===== src/rtl/multicycle_control_pkg.sv =====
`default_nettype none
// ============================================================================
//  Module      : multicycle_control_pkg
//  Description : Shared state encodings, opcode/funct values, ALU codes and
//                mux select values for the multicycle MIPS control unit.
//  Revision    : 1.0  initial release
// ============================================================================
package multicycle_control_pkg;

  // Controller states; the numeric values are visible on state_dbg
  typedef enum logic [3:0] {
    S_FETCH  = 4'd0,
    S_DECODE = 4'd1,
    S_MEMADR = 4'd2,
    S_MEMRD  = 4'd3,
    S_MEMWB  = 4'd4,
    S_MEMWR  = 4'd5,
    S_EXEC   = 4'd6,
    S_ALUWB  = 4'd7,
    S_BRANCH = 4'd8,
    S_ADDIEX = 4'd9,
    S_ADDIWB = 4'd10,
    S_JUMP   = 4'd11
  } state_e;

  // Opcodes (instr[31:26])
  localparam logic [5:0] OP_RTYPE = 6'b000000;
  localparam logic [5:0] OP_LW    = 6'b100011;
  localparam logic [5:0] OP_SW    = 6'b101011;
  localparam logic [5:0] OP_BEQ   = 6'b000100;
  localparam logic [5:0] OP_ADDI  = 6'b001000;
  localparam logic [5:0] OP_J     = 6'b000010;

  // R-type funct field values (instr[5:0])
  localparam logic [5:0] FN_ADD = 6'b100000;
  localparam logic [5:0] FN_SUB = 6'b100010;
  localparam logic [5:0] FN_AND = 6'b100100;
  localparam logic [5:0] FN_OR  = 6'b100101;
  localparam logic [5:0] FN_SLT = 6'b101010;

  // ALU operation codes
  localparam logic [2:0] ALU_AND = 3'b000;
  localparam logic [2:0] ALU_OR  = 3'b001;
  localparam logic [2:0] ALU_ADD = 3'b010;
  localparam logic [2:0] ALU_SUB = 3'b110;
  localparam logic [2:0] ALU_SLT = 3'b111;

  // ALU B-operand select
  localparam logic [1:0] ALUB_REG     = 2'b00;
  localparam logic [1:0] ALUB_FOUR    = 2'b01;
  localparam logic [1:0] ALUB_IMM     = 2'b10;
  localparam logic [1:0] ALUB_IMM_SH2 = 2'b11;

  // Next-PC select
  localparam logic [1:0] PCSRC_ALU    = 2'b00;
  localparam logic [1:0] PCSRC_ALUOUT = 2'b01;
  localparam logic [1:0] PCSRC_JUMP   = 2'b10;

  // Coarse ALU operation handed from the FSM to the ALU decoder
  localparam logic [1:0] ALUOP_ADD   = 2'b00;
  localparam logic [1:0] ALUOP_SUB   = 2'b01;
  localparam logic [1:0] ALUOP_FUNCT = 2'b10;

endpackage : multicycle_control_pkg
`default_nettype wire


===== src/rtl/multicycle_control_alu_decoder.sv =====
`default_nettype none
// ============================================================================
//  Module      : multicycle_control_alu_decoder
//  Description : Maps the FSM's coarse ALU operation plus the funct field to
//                the 3-bit ALU control code; flags unsupported funct values.
//  Revision    : 1.0  initial release
// ============================================================================
module multicycle_control_alu_decoder
  import multicycle_control_pkg::*;
(
  input  logic [1:0] i_alu_op,
  input  logic [5:0] i_funct,
  output logic [2:0] o_alu_control,
  output logic       o_illegal_funct
);

  // Funct only matters when the FSM asks for an R-type operation
  always_comb begin
    o_alu_control   = ALU_ADD;
    o_illegal_funct = 1'b0;
    case (i_alu_op)
      ALUOP_ADD: o_alu_control = ALU_ADD;
      ALUOP_SUB: o_alu_control = ALU_SUB;
      ALUOP_FUNCT: begin
        case (i_funct)
          FN_ADD:  o_alu_control = ALU_ADD;
          FN_SUB:  o_alu_control = ALU_SUB;
          FN_AND:  o_alu_control = ALU_AND;
          FN_OR:   o_alu_control = ALU_OR;
          FN_SLT:  o_alu_control = ALU_SLT;
          default: begin
            // Unknown funct still executes as an add so the instruction completes
            o_alu_control   = ALU_ADD;
            o_illegal_funct = 1'b1;
          end
        endcase
      end
      default: o_alu_control = ALU_ADD;
    endcase
  end

endmodule : multicycle_control_alu_decoder
`default_nettype wire


===== src/rtl/multicycle_control.sv =====
`default_nettype none
// ============================================================================
//  Module      : multicycle_control
//  Description : Moore FSM sequencing a multicycle MIPS datapath with a shared
//                ALU and a single memory port with a ready handshake.
//  Revision    : 1.0  initial release
// ============================================================================
module multicycle_control
  import multicycle_control_pkg::*;
#(
  parameter bit USE_MEM_READY = 1'b1
) (
  input  logic       clk,
  input  logic       reset,
  input  logic [5:0] opcode,
  input  logic [5:0] funct,
  input  logic       zero,
  input  logic       mem_ready,
  output logic       pc_en,
  output logic       iord,
  output logic       mem_req,
  output logic       mem_write,
  output logic       ir_write,
  output logic       reg_dst,
  output logic       mem_to_reg,
  output logic       reg_write,
  output logic       alu_src_a,
  output logic [1:0] alu_src_b,
  output logic [1:0] pc_src,
  output logic [2:0] alu_control,
  output logic       illegal_op,
  output logic [3:0] state_dbg
);

  state_e     state_q;
  state_e     state_d;

  logic       w_ready;
  logic       w_pc_write;
  logic       w_branch;
  logic       w_mem_req;
  logic       w_mem_write;
  logic       w_ir_write;
  logic       w_reg_write;
  logic       w_bad_opcode;
  logic       w_in_exec;
  logic [1:0] w_alu_op;
  logic       w_illegal_funct;

  // With the handshake disabled every access completes in one cycle
  assign w_ready = USE_MEM_READY ? mem_ready : 1'b1;

  // State register; reset overrides any pending transition
  always_ff @(posedge clk) begin
    if (reset) begin
      state_q <= S_FETCH;
    end else begin
      state_q <= state_d;
    end
  end

  // Next-state and Moore outputs; memory-gated enables use w_ready
  always_comb begin
    state_d      = S_FETCH;
    w_pc_write   = 1'b0;
    w_branch     = 1'b0;
    w_mem_req    = 1'b0;
    w_mem_write  = 1'b0;
    w_ir_write   = 1'b0;
    w_reg_write  = 1'b0;
    w_bad_opcode = 1'b0;
    w_in_exec    = 1'b0;
    w_alu_op     = ALUOP_ADD;
    iord         = 1'b0;
    reg_dst      = 1'b0;
    mem_to_reg   = 1'b0;
    alu_src_a    = 1'b0;
    alu_src_b    = ALUB_REG;
    pc_src       = PCSRC_ALU;
    case (state_q)
      S_FETCH: begin
        w_mem_req  = 1'b1;
        alu_src_b  = ALUB_FOUR;
        w_ir_write = w_ready;
        w_pc_write = w_ready;
        state_d    = w_ready ? S_DECODE : S_FETCH;
      end
      S_DECODE: begin
        // Branch target is precomputed into ALUOut here
        alu_src_b = ALUB_IMM_SH2;
        case (opcode)
          OP_LW, OP_SW: state_d = S_MEMADR;
          OP_RTYPE:     state_d = S_EXEC;
          OP_BEQ:       state_d = S_BRANCH;
          OP_ADDI:      state_d = S_ADDIEX;
          OP_J:         state_d = S_JUMP;
          default: begin
            state_d      = S_FETCH;
            w_bad_opcode = 1'b1;
          end
        endcase
      end
      S_MEMADR: begin
        alu_src_a = 1'b1;
        alu_src_b = ALUB_IMM;
        state_d   = (opcode == OP_SW) ? S_MEMWR : S_MEMRD;
      end
      S_MEMRD: begin
        w_mem_req = 1'b1;
        iord      = 1'b1;
        state_d   = w_ready ? S_MEMWB : S_MEMRD;
      end
      S_MEMWB: begin
        w_reg_write = 1'b1;
        mem_to_reg  = 1'b1;
        state_d     = S_FETCH;
      end
      S_MEMWR: begin
        // Request and write strobe stay up for the whole stall
        w_mem_req   = 1'b1;
        w_mem_write = 1'b1;
        iord        = 1'b1;
        state_d     = w_ready ? S_FETCH : S_MEMWR;
      end
      S_EXEC: begin
        alu_src_a = 1'b1;
        w_alu_op  = ALUOP_FUNCT;
        w_in_exec = 1'b1;
        state_d   = S_ALUWB;
      end
      S_ALUWB: begin
        w_reg_write = 1'b1;
        reg_dst     = 1'b1;
        state_d     = S_FETCH;
      end
      S_BRANCH: begin
        alu_src_a = 1'b1;
        w_alu_op  = ALUOP_SUB;
        w_branch  = 1'b1;
        pc_src    = PCSRC_ALUOUT;
        state_d   = S_FETCH;
      end
      S_ADDIEX: begin
        alu_src_a = 1'b1;
        alu_src_b = ALUB_IMM;
        state_d   = S_ADDIWB;
      end
      S_ADDIWB: begin
        w_reg_write = 1'b1;
        state_d     = S_FETCH;
      end
      S_JUMP: begin
        pc_src     = PCSRC_JUMP;
        w_pc_write = 1'b1;
        state_d    = S_FETCH;
      end
      default: begin
        // Unused encodings recover to FETCH with everything idle
        state_d = S_FETCH;
      end
    endcase
  end

  multicycle_control_alu_decoder u_alu_decoder (
    .i_alu_op        (w_alu_op),
    .i_funct         (funct),
    .o_alu_control   (alu_control),
    .o_illegal_funct (w_illegal_funct)
  );

  // Reset squashes every enable so nothing half-completes in the reset cycle
  assign pc_en      = ~reset & (w_pc_write | (w_branch & zero));
  assign mem_req    = ~reset & w_mem_req;
  assign mem_write  = ~reset & w_mem_write;
  assign ir_write   = ~reset & w_ir_write;
  assign reg_write  = ~reset & w_reg_write;
  assign illegal_op = ~reset & (w_bad_opcode | (w_in_exec & w_illegal_funct));
  assign state_dbg  = state_q;

endmodule : multicycle_control
`default_nettype wire


===== config.mk =====
export PLATFORM = sky130hd
export DESIGN_NAME = multicycle_control
export DESIGN_NICKNAME = d
export VERILOG_FILES = /design/src/rtl/multicycle_control_pkg.sv /design/src/rtl/multicycle_control_alu_decoder.sv /design/src/rtl/multicycle_control.sv
export SDC_FILE = /design/constraint.sdc
export NUM_CORES = 1
export LEC_CHECK = 0
export ABC_AREA = 1
export ABC_CLOCK_PERIOD_IN_PS = 1800
export BUFFER_PORTS_ARGS = -buffer_cell sky130_fd_sc_hd__buf_2
export CORE_AREA = 2 2 43 45
export CTS_CLUSTER_SIZE = 30
export DETAILED_ROUTE_END_ITERATION = 8
export DIE_AREA = 0 0 45 47
export PLACE_DENSITY_LB_ADDON = 0.05
export SKIP_LAST_GASP = 1
export SLEW_MARGIN = 20
export SYNTH_ARGS = -nofsm -noshare
export SYNTH_HDL_FRONTEND = slang
export SYNTH_SLANG_ARGS = --single-unit

===== constraint.sdc =====
create_clock -name clk -period 1.8 [get_ports clk]
set_input_delay 0.36 -clock clk [delete_from_list [all_inputs] [get_ports clk]]
set_output_delay 0.36 -clock clk [all_outputs]
set_load 0.01 [all_outputs]

==> impl_results.md, run 1 <==
- Status: finished with violations
- Failing checks: setup timing
- DR vias: 975
- Post-route setup slack: -0.0787 ns
- Router iterations before antenna repair: 4
- Grt met2 use: 36.9%
- PortBufs: 36
- Hold-fix buffers at CTS: 0
- Crit path DAT: 1.52 ns
- Cells after synthesis: 128
- Die Y: 47 um
- Unrepaired setup endpoints after global routing: yes
- Most common cell after layout, fill and taps aside: buf_2
- Startpoint Class: register
- Final Cycle Share: 104%
- Number of global-route vias before repair: 797
- Yosys reg bits: 4
- P_leak: 0.678 nW
- Max-slew headroom: 83.6%
- Hold Path Depth: 2
- Netlist cell types: 21
- Yosys top cell area share: 13.8%
- Largest net degree at the start of global routing: 10
- DRT Wirelength: 2.11 mm
- Max FO, Critical Path: 4
- Worst Tran Pin Value: 0.243 ns
- GR peak layer: met2
- Syn Std Cell Area: 678 um^2
- Worst hold slack: 0.425 ns
- M1 GR Usage: 23.2%
- # IOs: 37
- Seq/Total Area, Yosys: 11.8%
- Critical path data required time: 1.44 ns
- Initial core utilization: 41.1%
- Kind of end point of the critical path: output pin
- Top cells by area, synth: nor2_1, nand3_1, inv_1, dfxtp_1, nand2_1
- Commonest cells after routing, fill and taps aside: buf_2, nor2_1, inv_1, nand2_1, buf_4
- Placement Setup Slack: 0.0461 ns
- Avg Cell Area, Syn: 5.30 um^2
- Hold Path Class: in2reg
- Wire per inst: 10.5 um
- M3 GR Usage: 1.54%
- Die Width: 45 um
- P&R area growth vs syn: 71.0%
- Nets: 204
- Max-slew violation count: 0
- Max Root-Sink Buffers: 2
- R2R depth: 9
- CTS sink count: 4
- Net Count, Synth: 147
- Maximum vdd drop: 0.000409 V
- Initial antenna violation count: 0
- Num CTS Buffers: 3
- PD cells: 267 nW/um^2
- Final hold viol count: 0
- # rows: 15
- Global-route wire length before repair: 3.08 mm
- Clock Latency Late Sink: 0.23 ns
- Detail Route Antenna Nets: 0
- Synthesis Warnings: 0
- Max reg flops: 4
- Die ar.: 2120 um^2
- Total gr overflow: 0
- CTS tree: done
- Cell taking the most area after synthesis: nor2_1
- Clk_skew: 0.00114 ns
- Max_cap viols: 0
- HPWL Detailed: 1.48 mm
- Starting DRT DRC Count: 13
- FMAX: 0.532 GHz
- Critical path class: reg2out
- Ant. Diodes: 0
- Total GRT Usage: 19.2%
- Fin crit period: 1.88 ns
- Clock-pin slew on the worst setup and hold paths: 0.04 ns
- H-tree level count: 1
- # DRC: 0
- Setup-failing EPs final: 4
- Core box area: 1650 um^2
- Share of cells above drive strength 1: 52.5%
- Drt via density: 4.88
- Root buffer cell: clkbuf_4
- GPL Wtd Cong: 0.771
[kinds of logic (layout without fill, tap and decap cells)]
family | count (synthesis) | after routing | share of synthesized area, %
AND/OR/NAND/NOR | 81 | 81 | 56.1
buffers and inverters | 28 | 83 | 15.7
AO/OA/AOI/OAI | 12 | 12 | 10.9
flip-flops | 4 | 4 | 11.8
adder cells (fa/ha/maj) | 3 | 3 | 5.54
[repair_timing]
| action | in CTS | in global routing |
|---|---|---|
| buffers inserted | 8 | 4 |
| cloned | 0 | 0 |
| setup endpoints to repair | 5 | 8 |
| resized for setup | 22 | 13 |
| pin swaps | 10 | 9 |
[metrics by stage]
step / util, % / cell area [um^2] / power, mW / cells / setup TNS [ns]
finish: 70.2 / 1160 / 0.310 / 200 / -0.264
global route: 70.2 / 1160 / 0.340 / 200 / -0.930
CTS: 65.3 / 1080 / 0.312 / 196 / -0.148
detailed placement: 55.3 / 913 / 0.195 / 185 / 0
global placement: 55.3 / 913 / 0.194 / 185 / 0
floorplan: - / 678 / 0.153 / 128 / 0
[cell type report]
cell class / instances / area [um^2]
Multi-Input combinational cell: 96 / 594
Fill cell: 142 / 492
Sequential cell: 4 / 83.8
Clock buffer: 3 / 22.5
Inverter: 27 / 110
Timing Repair Buffer: 53 / 328
Tap cell: 17 / 21.3
[per-layer routing]
metal	vias to the layer above	share of wire [%]	routed length, um
li1	510	-	-
met5	-	0	0
met4	0	0	0
met2	26	54	1150
met3	0	4.2	88
met1	439	41	875
[where the power goes]
| group | total (mW) | internal (mW) | switching, mW |
|---|---|---|---|
| combinational | 0.112 | 0.0460 | 0.0661 |
| sequential | 0.0933 | 0.0915 | 0.00186 |
| clock | 0.105 | 0.0742 | 0.0305 |
[cells in the mapped netlist]
cell type,number
nand3_1,18
nand2_1,21
buf_1,1
o21ai_0,2
nand4_1,2
o21ai_1,1
o22ai_1,1
a21oi_1,5
nor2_4,2
inv_1,23
ha_1,3
nand3b_1,1
dfxtp_1,4
nand2_2,7
a21oi_2,1
inv_2,3
nor2_1,25
nor2_2,5
clkinv_2,1
a31oi_1,1
o211ai_2,1
[worst max-delay path, stage by stage, from the launching register on]
cell and delay, ns:
dfxtp_2 0.34, inv_4 0.06, nor2_4 0.12, inv_4 0.07, nor2_4 0.09, inv_2 0.06
ha_4 0.17, buf_4 0.13, nand2_2 0.06, a21oi_1 0.06, buf_2 0.14
[path summary, 6_finish.rpt]
| check | start | end | slack, ns |
|---|---|---|---|
| max reg2reg | state_dbg[3] | state_dbg[2] | 0.61 |
| min | reset | state_dbg[3] | 0.42 |
| min reg2reg | state_dbg[3] | state_dbg[0] | 0.72 |
| max | state_dbg[3] | alu_control[2] | -0.08 |
Note: power is estimated with default switching activity, not from simulation.
==> run 2: changes to the inputs <==
--- a/config.mk
+++ b/config.mk
@@ -5,13 +5,12 @@
 export SDC_FILE = /design/constraint.sdc
 export NUM_CORES = 1
 export LEC_CHECK = 0
-export ABC_AREA = 1
 export ABC_CLOCK_PERIOD_IN_PS = 1800
 export BUFFER_PORTS_ARGS = -buffer_cell sky130_fd_sc_hd__buf_2
-export CORE_AREA = 2 2 43 45
+export CORE_AREA = 2 2 45 47
 export CTS_CLUSTER_SIZE = 30
 export DETAILED_ROUTE_END_ITERATION = 8
-export DIE_AREA = 0 0 45 47
+export DIE_AREA = 0 0 47 49
 export PLACE_DENSITY_LB_ADDON = 0.05
 export SKIP_LAST_GASP = 1
 export SLEW_MARGIN = 20
==> run 2 against run 1 <==
Against the previous run: the run still ends with setup timing left; clock-buffer cell count stayed put; critical path depth is 4 lower; non-clock buffer count is 1 higher; flip-flop and latch count stayed put; sequential share of layout area is 0.57 points higher; clock power is 7% higher; synthesized cell count is 21% lower; total power is 6.7% higher; register-to-register slack worse by 0.21 ns; largest cell class unchanged.
==> impl_results.md, run 2 <==
- Critical path data required time: 1.44 ns
- Yosys reg bits: 4
- Global-route wire length before repair: 3.38 mm
- Ys flop type: dfxtp_1
- Max FO, Critical Path: 4
- Hold Path Class: in2reg
- Post-route setup slack: -0.221 ns
- Most common cell in the netlist: nor2_1
- Largest net degree at the start of global routing: 17
- # rows: 16
- DRT Wirelength: 2.06 mm
- Most common cell after layout, fill and taps aside: buf_2
- Kind of end point of the critical path: output pin
- Die Width: 47 um
- Max_cap viols: 0
- Detail Route Antenna Nets: 0
- Clk_skew: 0.000325 ns
- Synth async-reset ratio: 0%
- Num CTS Buffers: 3
- Post-synth EDFFs: 0
- Post-layout util: 61.0%
- Critical path class: reg2out
- Failing checks: setup timing
- R2R Setup Slk: 0.40 ns
- CTS sink count: 4
- Setup-failing EPs final: 6
- Status: finished with violations
- Max-slew violation count: 0
- Wire per inst: 11.5 um
- H-tree level count: 1
- Maximum vdd drop: 0.000239 V
- FMAX: 0.495 GHz
- Yosys top cell area share: 11.3%
- Top cells by area, synth: dfxtp_1, nor2_1, nor3_1, ha_1, nand2b_1
- Cells after synthesis: 101
- Die ar.: 2300 um^2
- Starting DRT DRC Count: 10
- Avg Cell Area, Syn: 7.02 um^2
- Startpoint Class: register
- Number of global-route vias before repair: 814
- Share of cells above drive strength 1: 52.6%
- Commonest cells after routing, fill and taps aside: buf_2, buf_4, nor2_1
- Nets: 173
- Tot Pwr: 0.331 mW
- Router iterations before antenna repair: 4
- PD cells: 295 nW/um^2
- Crit path DAT: 1.66 ns
- Root buffer cell: clkbuf_4
- Cell taking the most area after synthesis: dfxtp_1
- Worst Tran Pin Value: 0.280 ns
- Synthesis Warnings: 0
- Net Count, Synth: 120
- PortBufs: 36
- CTS tree: done
- Die Y: 49 um
- Core box area: 1840 um^2
- Initial core utilization: 38.5%
- Total gr overflow: 0
- Clock Latency Late Sink: 0.24 ns
- Total GRT Usage: 19.7%
- Final Cycle Share: 112%
- Ant. Diodes: 0
- Max-slew headroom: 81.1%
- P_leak: 0.526 nW
- Top cells by count, synth: nor2_1, nor3_1, a21oi_1, nand2_1, nand2b_1
- Seq/Total Area, Yosys: 11.3%
- DR vias: 926
- Clock-pin slew on the worst setup and hold paths: 0.04 ns
- Max Root-Sink Buffers: 2
- Unrepaired setup endpoints after global routing: yes
- Initial antenna violation count: 0
- GPL Wtd Cong: 0.745
- Placed Area: 1020 um^2
- Final hold viol count: 0
- Syn Std Cell Area: 709 um^2
- HPWL Detailed: 1.59 mm
- P&R area growth vs syn: 58.4%
- Drt via density: 5.17
- Netlist cell types: 40
- Final Instance Area: 1120 um^2
- # IOs: 37
- Max reg flops: 4
- Fin crit period: 2.02 ns
- # DRC: 0
[run 2: cell count changes in the layout (fill, tap and decap cells not counted), moves of 3 or more]
cell      before  now
nand2_2        7    0
nor2_1        23   11
nand2_1       19    6
nor3_1         0    5
nand3_2        4    0
nand3_1       14    2
inv_4          3    0
nand2b_4       0    3
nor2_4         5    0
inv_2          4    0
nor3_2         0    4
buf_6          4    1
inv_1         19    4
[run 2: kinds of logic after synthesis]
| kind of cell | after synthesis | share of synthesized area, % |
|---|---|---|
| multiplexers | 3 | 4.41 |
| AO/OA/AOI/OAI | 24 | 22.4 |
| XOR/XNOR | 2 | 2.47 |
| AND/OR/NAND/NOR | 55 | 44.4 |
| buffers and inverters | 10 | 9.70 |
| flip-flops | 4 | 11.3 |
| adder cells (fa/ha/maj) | 3 | 5.29 |
[run 2: what timing repair did]
action / 4_1_cts / 5_1_grt
hold buffers: 0 / 0
pin swaps: 3 / 0
buffers inserted: 2 / 1
resized for setup: 7 / 4
setup endpoints to repair: 6 / 10
[run 2: worst max-delay path, stage by stage, from the launching register on]
cell and delay (ns):
dfxtp_2 0.33, nand2b_4 0.14, or2_4 0.26, ha_4 0.24, nand3b_1 0.20, o22ai_2 0.11
buf_2 0.15
[run 2: layout make-up]
cell class	count	area, um^2
clock buffers	3	22.5
fillers	193	718
inverters	4	15.0
multi-input cells	87	633
flip-flops and latches	4	87.6
well taps	27	33.8
repair buffers	54	332
[run 2: through the flow]
step	setup slack, ns	hold slack [ns]	cells	setup TNS, ns
2_1_floorplan	0.00648	0.532	101	0
3_5_place_dp	-0.119	0.651	173	-0.119
3_3_place_gp	-0.111	0.665	173	-0.111
4_1_cts	-0.230	0.405	178	-0.765
6_report	-0.221	0.410	179	-0.743
5_1_grt	-0.270	0.423	179	-1.25
[run 2: report_power, final]
| part | total [mW] | switching, mW | internal, mW |
|---|---|---|---|
| sequential | 0.0915 | 0.00137 | 0.0901 |
| clock | 0.112 | 0.0376 | 0.0746 |
| combinational | 0.127 | 0.0636 | 0.0637 |
| total | 0.331 | 0.103 | 0.228 |
[run 2: layer usage]
layer	routed length, um	share of wire, %	track usage [%]	vias up
met5	0	0	0	-
met4	46	2.2	9.72	0
met3	99	4.8	1.11	4
met2	1000	49	33.8	34
met1	911	44	23.6	415
li1	-	-	-	473
[run 2: path summary, 6_finish.rpt]
kind,cells past startpoint,endpoint,from
setup / recovery,6,alu_control[2],state_dbg[3]
hold / removal,2,state_dbg[1],reset
setup reg to reg,5,state_dbg[1],state_dbg[2]
hold reg to reg,3,state_dbg[1],state_dbg[3]
